--- config.mk ---
export PLATFORM = sky130hd
export DESIGN_NAME = ysyx_rnu_alloc_flat
export DESIGN_NICKNAME = d
export VERILOG_FILES = /design/src/rtl/ysyx_rnu_pkg.sv /design/src/rtl/ysyx_rnu_alloc_if.sv /design/src/rtl/ysyx_rnu_rat.sv /design/src/rtl/ysyx_rnu_alloc.sv /design/src/flat_wrapper.sv
export SDC_FILE = /design/constraint.sdc
export NUM_CORES = 1
export LEC_CHECK = 0
export CAP_MARGIN = 40
export CORE_ASPECT_RATIO = 1.5
export CORE_MARGIN = 2
export CORE_UTILIZATION = 61
export DETAILED_ROUTE_END_ITERATION = 12
export PLACE_DENSITY = 0.78
export SKIP_CTS_REPAIR_TIMING = 1
export SYNTH_ARGS = -nofsm -noshare
export SYNTH_HDL_FRONTEND = slang
export SYNTH_HIERARCHICAL = 1
export SYNTH_SLANG_ARGS = --single-unit
--- constraint.sdc ---
create_clock -name clock -period 3.15 [get_ports clock]
set_input_delay 0.63 -clock clock [delete_from_list [all_inputs] [get_ports clock]]
set_output_delay 0.63 -clock clock [all_outputs]
set_load 0.01 [all_outputs]
--- src/rtl/ysyx_rnu_pkg.sv ---
// Shared types and constants for the rename/allocate stage.
// Architectural register width and ROB depth come from YSYX_REG_LEN and
// YSYX_ROB_SIZE; local defaults apply when the build does not supply them.
`ifndef YSYX_REG_LEN
`define YSYX_REG_LEN 5
`endif
`ifndef YSYX_ROB_SIZE
`define YSYX_ROB_SIZE 4
`endif

package ysyx_rnu_pkg;
  localparam int RLEN     = `YSYX_REG_LEN;
  localparam int ROB_SIZE = `YSYX_ROB_SIZE;
  localparam int PTRW     = $clog2(ROB_SIZE);
  localparam int TAGW     = PTRW + 1;
  localparam int CNTW     = PTRW + 1;

  typedef logic [TAGW-1:0] tag_t;
  typedef logic [PTRW-1:0] ptr_t;
  typedef logic [CNTW-1:0] cnt_t;
  typedef logic [RLEN-1:0] reg_t;

  // Tag 0 means the source value already sits in the register file.
  localparam tag_t TAG_NONE = '0;

  // ROB slot n is published to the rest of the machine as tag n+1.
  function automatic tag_t ptr2tag(input ptr_t p);
    return {1'b0, p} + tag_t'(1);
  endfunction
endpackage

--- src/rtl/ysyx_rnu_alloc_if.sv ---
// Handshake bundle between IDU/ROB (master) and the allocator (slave):
// the decoded-instruction input, the renamed output and the commit port.
interface ysyx_rnu_alloc_if;
  import ysyx_rnu_pkg::*;

  logic in_valid;
  logic in_ready;
  logic in_wen;
  reg_t in_rd;
  reg_t in_rs1;
  reg_t in_rs2;

  logic out_valid;
  logic out_ready;
  tag_t out_qj;
  tag_t out_qk;
  tag_t out_dest;

  logic cm_valid;
  tag_t cm_dest;
  reg_t cm_rd;

  logic rob_full;

  modport master (
    output in_valid, in_wen, in_rd, in_rs1, in_rs2, out_ready,
           cm_valid, cm_dest, cm_rd,
    input  in_ready, out_valid, out_qj, out_qk, out_dest, rob_full
  );

  modport slave (
    input  in_valid, in_wen, in_rd, in_rs1, in_rs2, out_ready,
           cm_valid, cm_dest, cm_rd,
    output in_ready, out_valid, out_qj, out_qk, out_dest, rob_full
  );
endinterface

--- src/rtl/ysyx_rnu_rat.sv ---
// Register alias table: architectural register -> ROB tag of the youngest
// in-flight writer. Two lookup ports see a same-cycle commit as already
// retired. Register 0 never leaves TAG_NONE.
module ysyx_rnu_rat
  import ysyx_rnu_pkg::*;
(
  input  logic clock,
  input  logic reset,
  input  logic flush,
  input  reg_t rs1,
  input  reg_t rs2,
  output tag_t qj,
  output tag_t qk,
  input  logic cm_fire,
  input  tag_t cm_dest,
  input  reg_t cm_rd,
  input  logic wr_en,
  input  reg_t wr_rd,
  input  tag_t wr_tag
);
  localparam int NREG = 1 << RLEN;

  tag_t map [NREG];
  tag_t raw1;
  tag_t raw2;

  // Lookup with x0 forced ready and bypass of the tag retiring this cycle.
  always_comb begin
    raw1 = map[rs1];
    raw2 = map[rs2];
    qj   = raw1;
    qk   = raw2;
    if (rs1 == '0 || (cm_fire && raw1 == cm_dest)) qj = TAG_NONE;
    if (rs2 == '0 || (cm_fire && raw2 == cm_dest)) qk = TAG_NONE;
  end

  // Dispatch write beats the commit clear; the clear only hits if no younger writer remapped rd.
  always_ff @(posedge clock or negedge reset) begin
    if (!reset) begin
      for (int i = 0; i < NREG; i++) map[i] <= TAG_NONE;
    end else if (flush) begin
      for (int i = 0; i < NREG; i++) map[i] <= TAG_NONE;
    end else begin
      for (int i = 1; i < NREG; i++) begin
        if (wr_en && wr_rd == reg_t'(i))
          map[i] <= wr_tag;
        else if (cm_fire && cm_rd == reg_t'(i) && map[i] == cm_dest)
          map[i] <= TAG_NONE;
      end
    end
  end
endmodule

--- src/rtl/ysyx_rnu_alloc.sv ---
// Rename/allocate stage between IDU and RS/ROB dispatch. Hands out ROB tags
// in order, looks up source producers in the RAT and presents the renamed
// bundle one cycle after acceptance. Optional stall counters are built when
// YSYX_RNU_PERF_EN is defined.
module ysyx_rnu_alloc
  import ysyx_rnu_pkg::*;
(
  input  logic             clock,
  input  logic             reset,
  input  logic             flush,
  ysyx_rnu_alloc_if.slave  bus
`ifdef YSYX_RNU_PERF_EN
  ,
  output logic [31:0]      perf_full_stall,
  output logic [31:0]      perf_bp_stall
`endif
);
  ptr_t head;
  ptr_t tail;
  cnt_t count;
  cnt_t count_next;
  logic rob_full_q;
  logic out_valid_q;
  tag_t out_qj_q;
  tag_t out_qk_q;
  tag_t out_dest_q;
  tag_t look_qj;
  tag_t look_qk;
  logic accept;
  logic cm_fire;
  logic rat_wen;

  // A commit on an empty ROB or in a flush cycle is dropped.
  assign cm_fire      = bus.cm_valid & (count != '0) & !flush;
  assign bus.in_ready = !flush & !rob_full_q & (!out_valid_q | bus.out_ready);
  assign accept       = bus.in_valid & bus.in_ready;
  assign rat_wen      = accept & bus.in_wen & (bus.in_rd != '0);

  assign bus.out_valid = out_valid_q;
  assign bus.out_qj    = out_qj_q;
  assign bus.out_qk    = out_qk_q;
  assign bus.out_dest  = out_dest_q;
  assign bus.rob_full  = rob_full_q;

  ysyx_rnu_rat u_rat (
    .clock   (clock),
    .reset   (reset),
    .flush   (flush),
    .rs1     (bus.in_rs1),
    .rs2     (bus.in_rs2),
    .qj      (look_qj),
    .qk      (look_qk),
    .cm_fire (cm_fire),
    .cm_dest (bus.cm_dest),
    .cm_rd   (bus.cm_rd),
    .wr_en   (rat_wen),
    .wr_rd   (bus.in_rd),
    .wr_tag  (ptr2tag(tail))
  );

  // Occupancy moves only when exactly one of allocate/commit happens.
  always_comb begin
    count_next = count;
    case ({accept, cm_fire})
      2'b10:   count_next = count + cnt_t'(1);
      2'b01:   count_next = count - cnt_t'(1);
      default: count_next = count;
    endcase
  end

  // ROB pointers, occupancy and the registered full flag.
  always_ff @(posedge clock or negedge reset) begin
    if (!reset) begin
      head       <= '0;
      tail       <= '0;
      count      <= '0;
      rob_full_q <= 1'b0;
    end else if (flush) begin
      head       <= '0;
      tail       <= '0;
      count      <= '0;
      rob_full_q <= 1'b0;
    end else begin
      if (accept)  tail <= tail + ptr_t'(1);
      if (cm_fire) head <= head + ptr_t'(1);
      count      <= count_next;
      rob_full_q <= (count_next == cnt_t'(ROB_SIZE));
    end
  end

  // Output register: load on accept, hold until taken, drop after handoff.
  always_ff @(posedge clock or negedge reset) begin
    if (!reset) begin
      out_valid_q <= 1'b0;
      out_qj_q    <= TAG_NONE;
      out_qk_q    <= TAG_NONE;
      out_dest_q  <= TAG_NONE;
    end else if (flush) begin
      out_valid_q <= 1'b0;
    end else if (accept) begin
      out_valid_q <= 1'b1;
      out_qj_q    <= look_qj;
      out_qk_q    <= look_qk;
      out_dest_q  <= ptr2tag(tail);
    end else if (bus.out_ready) begin
      out_valid_q <= 1'b0;
    end
  end

  a_no_commit_when_empty: assert property (
    @(posedge clock) disable iff (!reset)
    (bus.cm_valid && !flush) |-> (count != '0));

  a_commit_is_head: assert property (
    @(posedge clock) disable iff (!reset)
    (bus.cm_valid && !flush && count != '0) |-> (bus.cm_dest == ptr2tag(head)));

`ifdef YSYX_RNU_PERF_EN
  // Saturating stall counters; flush leaves them untouched.
  always_ff @(posedge clock or negedge reset) begin
    if (!reset) begin
      perf_full_stall <= '0;
      perf_bp_stall   <= '0;
    end else begin
      if (bus.in_valid && rob_full_q && perf_full_stall != 32'hFFFF_FFFF)
        perf_full_stall <= perf_full_stall + 32'd1;
      if (out_valid_q && !bus.out_ready && perf_bp_stall != 32'hFFFF_FFFF)
        perf_bp_stall <= perf_bp_stall + 32'd1;
    end
  end
`endif
endmodule

--- src/flat_wrapper.sv ---
// flat-port wrapper written by rule: the top's interface ports become plain ports
module ysyx_rnu_alloc_flat import ysyx_rnu_pkg::*;
  (clock, reset, flush, bus_in_valid, bus_in_wen, bus_in_rd, bus_in_rs1, bus_in_rs2, bus_out_ready, bus_cm_valid, bus_cm_dest, bus_cm_rd, bus_in_ready, bus_out_valid, bus_out_qj, bus_out_qk, bus_out_dest, bus_rob_full);
  ysyx_rnu_alloc_if bus_i ();
  input  logic clock;
  input  logic reset;
  input  logic flush;
  input wire logic [$bits(bus_i.in_valid)-1:0] bus_in_valid;
  input wire logic [$bits(bus_i.in_wen)-1:0] bus_in_wen;
  input wire logic [$bits(bus_i.in_rd)-1:0] bus_in_rd;
  input wire logic [$bits(bus_i.in_rs1)-1:0] bus_in_rs1;
  input wire logic [$bits(bus_i.in_rs2)-1:0] bus_in_rs2;
  input wire logic [$bits(bus_i.out_ready)-1:0] bus_out_ready;
  input wire logic [$bits(bus_i.cm_valid)-1:0] bus_cm_valid;
  input wire logic [$bits(bus_i.cm_dest)-1:0] bus_cm_dest;
  input wire logic [$bits(bus_i.cm_rd)-1:0] bus_cm_rd;
  output wire logic [$bits(bus_i.in_ready)-1:0] bus_in_ready;
  output wire logic [$bits(bus_i.out_valid)-1:0] bus_out_valid;
  output wire logic [$bits(bus_i.out_qj)-1:0] bus_out_qj;
  output wire logic [$bits(bus_i.out_qk)-1:0] bus_out_qk;
  output wire logic [$bits(bus_i.out_dest)-1:0] bus_out_dest;
  output wire logic [$bits(bus_i.rob_full)-1:0] bus_rob_full;
  assign bus_i.in_valid = bus_in_valid;
  assign bus_i.in_wen = bus_in_wen;
  assign bus_i.in_rd = bus_in_rd;
  assign bus_i.in_rs1 = bus_in_rs1;
  assign bus_i.in_rs2 = bus_in_rs2;
  assign bus_i.out_ready = bus_out_ready;
  assign bus_i.cm_valid = bus_cm_valid;
  assign bus_i.cm_dest = bus_cm_dest;
  assign bus_i.cm_rd = bus_cm_rd;
  assign bus_in_ready = bus_i.in_ready;
  assign bus_out_valid = bus_i.out_valid;
  assign bus_out_qj = bus_i.out_qj;
  assign bus_out_qk = bus_i.out_qk;
  assign bus_out_dest = bus_i.out_dest;
  assign bus_rob_full = bus_i.rob_full;
  ysyx_rnu_alloc u_core (.clock(clock), .reset(reset), .flush(flush), .bus(bus_i));
endmodule
==> qor.log, run 1 <==
INFO  sta            fmaxAchievable=333MHz
INFO  floorplanning  core_area=12400squm
INFO  floorplanning  overall_die_area=13600squm
INFO  power_and_ir_drop comb_power_share=0.209
INFO  sta            drv_slew=0
INFO  cells_and_area fill_cells=915
INFO  power_and_ir_drop p_sw=1.00mW
INFO  route          route.vias.total=6977
INFO  setup_path     maximum_cell_stage_delay_along_the_critical_path=0.50ns
INFO  clock_tree     worst_setup_hold_path_clk_slew=0.08ns
INFO  setup_path     critPathMaxFanout=6
INFO  global_routing initial_antenna_violation_count=0
INFO  power_and_ir_drop cellInternalPower=2.30mW
INFO  power_and_ir_drop pwr_density_cell=364nW/um^2
INFO  sta            final_period_demand_of_the_worst_path=3.00ns
INFO  logic_synthesis synth-seq-cells=109
INFO  sta            setup_viol=0
INFO  clock_tree     root_buffer=clkbuf_16
INFO  sta            grt_setup_unrepaired=false
INFO  logic_synthesis ys_async_sr_fraction=1.00
INFO  cells_and_area antennaDiodeCount=0
INFO  sta            timing.final.hold_violations=0
INFO  logic_synthesis syn-num-nets=769
INFO  route          first_pass_iters=6
INFO  setup_path     critical_path.startpoint_type=input pin
INFO  clock_tree     max-clock-path-buffers=2
INFO  power_and_ir_drop report.power.total=3.30mW
INFO  logic_synthesis ys.warnings.count=6
INFO  cells_and_area layout-drive-gt1-share=0.204
INFO  place          dp_area=8770squm
INFO  logic_synthesis syn_avg_cell_area=10.5squm
INFO  logic_synthesis syn_area=7720squm
INFO  cells_and_area layout.cells.non_filler=985
INFO  setup_path     chain_of_cells_forming_the_critical_path=clkdlybuf4s50_1 -> buf_4 -> mux4_2 -> mux4_2 -> a211oi_2 -> xor2_1 -> a41oi_1 -> mux2_4
INFO  route          post_drt_via_cell_ratio=7.08
INFO  setup_path     worstSetupPathType=in -> reg
INFO  setup_path     worst-r2r-setup-slack=0.51ns
INFO  global_routing grt_max_degree=43
INFO  route          post-route-drc-count=0
INFO  cells_and_area multi_input_area=4610squm
INFO  logic_synthesis synth-edff-count=0
INFO  floorplanning  chipHeight=142um
INFO  power_and_ir_drop clockPowerShare=0.348
INFO  setup_path     crit_path_max_delay_cell_type=mux4_2
INFO  setup_path     reg2reg_to=u_core/u_rat/map[64]$_DFFE_PN0P_
INFO  place          i_o_buffers=41
INFO  setup_path     cp.arrival=3.25ns
INFO  clock_tree     cts_made_buffers=9
INFO  sta            holdWs=0.249ns
INFO  logic_synthesis synth.distinct_cells=64
INFO  power_and_ir_drop switching_share=0.304
INFO  cells_and_area layout-area-overhead-vs-synth=17.3%
INFO  clock_tree     cts.sinks=109
INFO  global_routing grt_pass1_vias=7060
INFO  place          detailed_place_hpwl=20300um
INFO  setup_path     r2r_start=u_core/count[0]$_DFF_PN0_
INFO  cells_and_area sequential_cell_area=2730squm
INFO  hold_path      worstHoldPathType=in -> async
INFO  logic_synthesis postSynth.topFlopCell=dfrtp_1
INFO  cells_and_area stdcell_area=9060squm
INFO  sta            final.period_utilization=0.952
INFO  place          post-place-cells=969
INFO  setup_path     worst-r2r-cell-count=9
INFO  sta            maxSlewHeadroom=0.541
INFO  place          globalplace.congestion=1.01
INFO  floorplanning  io_pins=42
INFO  route          post_drt_wl_per_cell=27.4um
INFO  floorplanning  die_width=95.9um
INFO  logic_synthesis synth_sequential_area_ratio=0.353
INFO  global_routing wire_length_of_the_first_global_routing_pass=41700um
INFO  sta            fin_skew=0.00666ns
INFO  floorplanning  start_util=0.620
INFO  setup_path     crit_path_end_kind=register
INFO  place          dp_worst_setup_slack=-0.225ns
INFO  route          routed_wirelength=27000um
INFO  clock_tree     worst_skew_pair.late_latency=0.36ns
INFO  logic_synthesis synthCells=736
INFO  setup_path     wp_data_required=3.40ns
INFO  clock_tree     cts-htree-levels=3
INFO  setup_path     cpMostUsedCell=mux4_2
INFO  route          drt_antenna_net_count=0
INFO  power_and_ir_drop ir_drop=0.350mV
INFO  run            cap_violations=0
INFO  global_routing track_usage=0.414
INFO  power_and_ir_drop seq_power_share=0.443
INFO  power_and_ir_drop cellLeakagePower=4.13nW
INFO  sta            timing.final.ws_setup=0.151ns
INFO  sta            worst_pin_slew=0.688ns
INFO  floorplanning  placement_rows=50
INFO  clock_tree     cts_tree=done
INFO  global_routing grt.overflow.total=0
INFO  route          detail_route.iter0.violations=729
INFO  cells_and_area nNetsFinal=857
INFO  status         outcome=finished, final reports clean
cells in the mapped netlist (14+ instances only):
cell	n	area, sq um
mux2_2	16	180
dfrtp_1	109	2730
nand2b_1	14	87.6
mux2i_1	32	320
nor4_1	20	125
mux4_2	22	495
nor2_1	33	124
o22ai_1	26	163
a211oi_1	17	128
xnor2_1	14	123
nand3_1	17	85.1
buf_2	14	70.1
nor2b_1	22	138
nand2_1	23	86.3
clkbuf_1	25	93.8
a22o_1	73	639
xor2_1	88	771
nor3_1	19	95.1
inv_1	30	113
layout make-up:
class / instances / share of cell area
clock buffer: 11 / 0.0268
clock inverter: 5 / 0.00484
inverter: 30 / 0.0124
multi-input combinational: 543 / 0.509
sequential: 109 / 0.301
tap: 156 / 0.0216
timing repair buffer: 131 / 0.124
worst max-delay path by stage:
stage / startpoint / endpoint / slack, ns / cells past startpoint
after global placement: bus_in_rs2[0] / u_core/bus.out_qk[2]$_DFFE_PN0P_ / -0.16 / 8
after CTS: bus_in_rs2[0] / u_core/bus.out_qk[1]$_DFFE_PN0P_ / 0.16 / 8
after global routing: bus_in_rs2[0] / u_core/bus.out_qk[2]$_DFFE_PN0P_ / 0.04 / 10
final: bus_in_rs2[0] / u_core/bus.out_qk[1]$_DFFE_PN0P_ / 0.15 / 8
after floorplan: bus_in_rs2[1] / u_core/bus.out_qk[1]$_DFFE_PN0P_ / 0.43 / 8
after detailed placement: bus_in_rs2[0] / u_core/bus.out_qk[1]$_DFFE_PN0P_ / -0.23 / 8
metrics by stage:
stage	utilization	setup TNS, ns
final	0.727	0
after global routing	0.727	0
after CTS	0.727	0
after detailed placement	0.704	-1.31
after global placement	0.703	-0.634
after floorplan	-	0
routing by layer:
| metal | vias up | wire length [um] | GRT usage |
|---|---|---|---|
| met1 | 3411 | 9480 | 0.496 |
| met5 | - | 0 | 0 |
| met3 | 141 | 2110 | 0.0627 |
| met2 | 482 | 13100 | 0.678 |
| met4 | 0 | 2350 | 0.276 |
| li1 | 2943 | - | - |
registers in the layout, summed over array words and instances, names as in the netlist:
name	flops
u_core/bus.out_qj	3
u_core/tail	2
u_core/bus.out_qk	3
u_core/bus.rob_full	1
u_core/count	3
u_core/bus.out_dest	3
u_core/bus.out_valid	1
u_core/u_rat/map	93
cells in the final DEF, fill, tap and decap left out, types with 16 or more instances in the layout:
cell	instances
a22o_1	73
mux2_2	16
clkdlybuf4s50_1	36
mux2i_1	32
nor2_1	33
nor4_1	20
mux4_2	22
nor2b_1	19
nor3_1	19
a211oi_1	17
nand3_1	17
dfrtp_1	109
buf_4	86
nand2_1	23
o22ai_1	26
xor2_1	88
inv_1	30
logic make-up (layout without fill, tap and decap cells):
group / after synthesis / count (layout) / share of synthesized area
mux: 83 / 83 / 0.164
fa+ha+maj: 3 / 3 / 0.00583
buf+inv: 84 / 177 / 0.0510
compound gates: 170 / 170 / 0.177
flops: 109 / 109 / 0.353
simple gates: 185 / 185 / 0.133
xor+xnor: 102 / 102 / 0.116
worst max-delay path: cells and delay by family:
kind,cells,cell delay (ns)
mux,3,1.30
buf+inv,2,0.62
compound gates,2,0.48
xor+xnor,1,0.21
power by group through the flow:
stage               combinational [mW]  clock (mW)  sequential, mW
detailed placement               0.674           0            1.49
finish                           0.688        1.15            1.46
floorplan                        0.362           0            1.49
CTS                              0.676        1.15            1.46
global route                     0.726        1.19            1.47
global placement                 0.649           0            1.49
Power figures use the tool's default switching activity.
==> run 2: changes to the inputs <==
--- a/config.mk
+++ b/config.mk
@@ -8,9 +8,10 @@
 export CAP_MARGIN = 40
 export CORE_ASPECT_RATIO = 1.5
 export CORE_MARGIN = 2
-export CORE_UTILIZATION = 61
+export CORE_UTILIZATION = 40
+export CTS_CLUSTER_DIAMETER = 200
 export DETAILED_ROUTE_END_ITERATION = 12
-export PLACE_DENSITY = 0.78
+export PLACE_DENSITY = 0.54
 export SKIP_CTS_REPAIR_TIMING = 1
 export SYNTH_ARGS = -nofsm -noshare
 export SYNTH_HDL_FRONTEND = slang
==> qor.log, run 2 (same netlist as run 1, synthesis figures left out) <==
INFO  status         outcome=finished, final reports clean
INFO  route          routed_wirelength=28300um
INFO  floorplanning  core_area=19000squm
INFO  clock_tree     cts_tree=done
INFO  clock_tree     root_buffer=clkbuf_16
INFO  setup_path     cpMostUsedCell=mux4_2
INFO  sta            maxSlewHeadroom=0.624
INFO  clock_tree     worst_skew_pair.late_latency=0.36ns
INFO  cells_and_area commonest_cells_after_routing_fill_and_taps_aside=dfrtp_1, buf_4, xor2_1
INFO  hold_path      worstHoldPathType=in -> async
INFO  power_and_ir_drop report.power.total=3.34mW
INFO  place          globalplace.congestion=0.969
INFO  sta            drv_slew=0
INFO  setup_path     reg2reg_to=u_core/bus.out_qk[1]$_DFFE_PN0P_
INFO  global_routing wire_length_of_the_first_global_routing_pass=43600um
INFO  power_and_ir_drop seq_power_share=0.438
INFO  clock_tree     max-clock-path-buffers=2
INFO  cells_and_area fill_cells=1793
INFO  clock_tree     cts_made_buffers=9
INFO  setup_path     critical_path.startpoint_type=input pin
INFO  cells_and_area nNetsFinal=872
INFO  setup_path     worst-r2r-cell-count=6
INFO  route          post_drt_via_cell_ratio=6.11
INFO  setup_path     cp.arrival=3.23ns
INFO  setup_path     r2r_start=u_core/u_rat/map[60]$_DFFE_PN0P_
INFO  power_and_ir_drop ir_drop=0.261mV
INFO  global_routing grt.overflow.total=0
INFO  cells_and_area antennaDiodeCount=0
INFO  setup_path     wp_data_required=3.40ns
INFO  global_routing grt_max_degree=71
INFO  setup_path     endpoint=u_core/bus.out_qk[1]$_DFFE_PN0P_
INFO  sta            fin_skew=0.00685ns
INFO  cells_and_area largest_register_ff_count=93
INFO  sta            final.period_utilization=0.946
INFO  floorplanning  overall_die_area=20500squm
INFO  cells_and_area stdcell_area=9300squm
INFO  route          detail_route.iter0.violations=508
INFO  floorplanning  chipHeight=174um
INFO  cells_and_area registers.top_by_ff_count=u_core/u_rat/map
INFO  floorplanning  io_pins=42
INFO  run            cap_violations=0
INFO  clock_tree     cts.sinks=109
INFO  floorplanning  die_width=117um
INFO  route          post-route-drc-count=0
INFO  clock_tree     worst_setup_hold_path_clk_slew=0.07ns
INFO  setup_path     chain_of_cells_forming_the_critical_path=clkdlybuf4s50_1 -> buf_4 -> mux4_2 -> mux4_2 -> a211oi_2 -> xor2_1 -> a41oi_1 -> mux2_4
INFO  place          detailed_place_hpwl=21500um
INFO  cells_and_area layout-drive-gt1-share=0.220
INFO  setup_path     worstSetupPathType=in -> reg
INFO  clock_tree     cts-htree-levels=3
INFO  sta            setup_viol=0
INFO  power_and_ir_drop switching_share=0.289
INFO  route          drt_antenna_net_count=0
INFO  power_and_ir_drop clockPowerShare=0.352
INFO  power_and_ir_drop cellInternalPower=2.37mW
INFO  setup_path     setup.worst_path.start=bus_in_rs2[0]
INFO  sta            worst_pin_slew=0.564ns
INFO  setup_path     maximum_cell_stage_delay_along_the_critical_path=0.51ns
INFO  power_and_ir_drop pwr_density_cell=359nW/um^2
INFO  floorplanning  start_util=0.406
INFO  sta            holdWs=0.238ns
INFO  global_routing initial_antenna_violation_count=0
INFO  power_and_ir_drop p_sw=0.965mW
INFO  global_routing grt_pass1_vias=7005
INFO  setup_path     critPathMaxFanout=6
INFO  route          post_drt_wl_per_cell=25.7um
INFO  sta            fmaxAchievable=336MHz
INFO  power_and_ir_drop comb_power_share=0.209
INFO  cells_and_area mostFrequentLayoutCell=dfrtp_1
INFO  route          route.vias.total=6721
INFO  place          i_o_buffers=41
INFO  setup_path     crit_path_end_kind=register
INFO  setup_path     worst-r2r-setup-slack=0.64ns
INFO  floorplanning  placement_rows=62
INFO  sta            timing.final.hold_violations=0
INFO  route          first_pass_iters=7
INFO  power_and_ir_drop cellLeakagePower=4.22nW
INFO  sta            final_period_demand_of_the_worst_path=2.98ns
INFO  global_routing track_usage=0.283
INFO  setup_path     crit_path_max_delay_cell_type=mux4_2
INFO  place          dp_area=9000squm
INFO  cells_and_area layout-area-overhead-vs-synth=20.5%
INFO  cells_and_area final_core_utilization=0.489
INFO  sta            setup_tns=0ns
INFO  sta            grt_setup_unrepaired=false
[run 2: cell count changes in the layout (fill, tap and decap cells not counted)]
cell             delta
clkinvlp_4          -1
inv_8               -1
clkbuf_1            -1
bufinv_16           +1
buf_4              +15
buf_2               +1
clkdlybuf4s50_1     -1
clkinv_2            +3
clkinv_4            -1
[run 2: power groups by stage]
stage / sequential, mW / combinational, mW / clock (mW)
floorplan: 1.49 / 0.362 / 0
global placement: 1.49 / 0.683 / 0
detailed placement: 1.49 / 0.694 / 0
CTS: 1.46 / 0.696 / 1.20
global route: 1.47 / 0.745 / 1.25
finish: 1.46 / 0.698 / 1.18
[run 2: worst min-delay path by stage]
| stage | start | to | slack, ns | cells past startpoint |
|---|---|---|---|---|
| finish | reset | u_core/bus.out_valid$_DFFE_PN0P_ | 0.24 | 1 |
| global route | reset | u_core/bus.out_valid$_DFFE_PN0P_ | 0.27 | 1 |
| CTS | reset | u_core/bus.out_valid$_DFFE_PN0P_ | 0.25 | 1 |
| detailed placement | u_core/bus.out_qj[0]$_DFFE_PN0P_ | u_core/bus.out_qj[0]$_DFFE_PN0P_ | 0.50 | 1 |
| global placement | u_core/bus.out_dest[2]$_DFFE_PN0P_ | u_core/bus.out_dest[2]$_DFFE_PN0P_ | 0.49 | 1 |
| floorplan | reset | u_core/bus.out_dest[0]$_DFFE_PN0P_ | 0.33 | 0 |
[run 2: area by class of cell]
cell class              count  area, sq um  share of cell area
clock buffers              10          239              0.0257
inverters                  30          113              0.0121
well taps                 256          320              0.0344
multi-input cells         543         4610               0.495
clock inverters             6         61.3             0.00659
repair buffers            146         1230               0.133
flip-flops and latches    109         2730               0.293
[run 2: stage by stage]
stage / cells / setup slack [ns]
2_1_floorplan: 736 / 0.429
3_3_place_gp: 1084 / -0.183
3_5_place_dp: 1084 / -0.182
4_1_cts: 1100 / 0.199
5_1_grt: 1100 / 0.0652
6_report: 1100 / 0.171
[run 2: critical path, delay by kind of cell]
family                 cells  cell delay, ns
multiplexers               3            1.31
buffers and inverters      2            0.64
AO/OA/AOI/OAI              2            0.43
XOR/XNOR                   1            0.22
[run 2: per-layer routing]
| layer | global-route usage | part of all wire | vias to the layer above |
|---|---|---|---|
| li1 | - | - | 2973 |
| met1 | 0.321 | 0.37 | 3402 |
| met2 | 0.502 | 0.52 | 245 |
| met3 | 0.0341 | 0.040 | 101 |
| met4 | 0.179 | 0.068 | 0 |
| met5 | 0 | 0 | - |
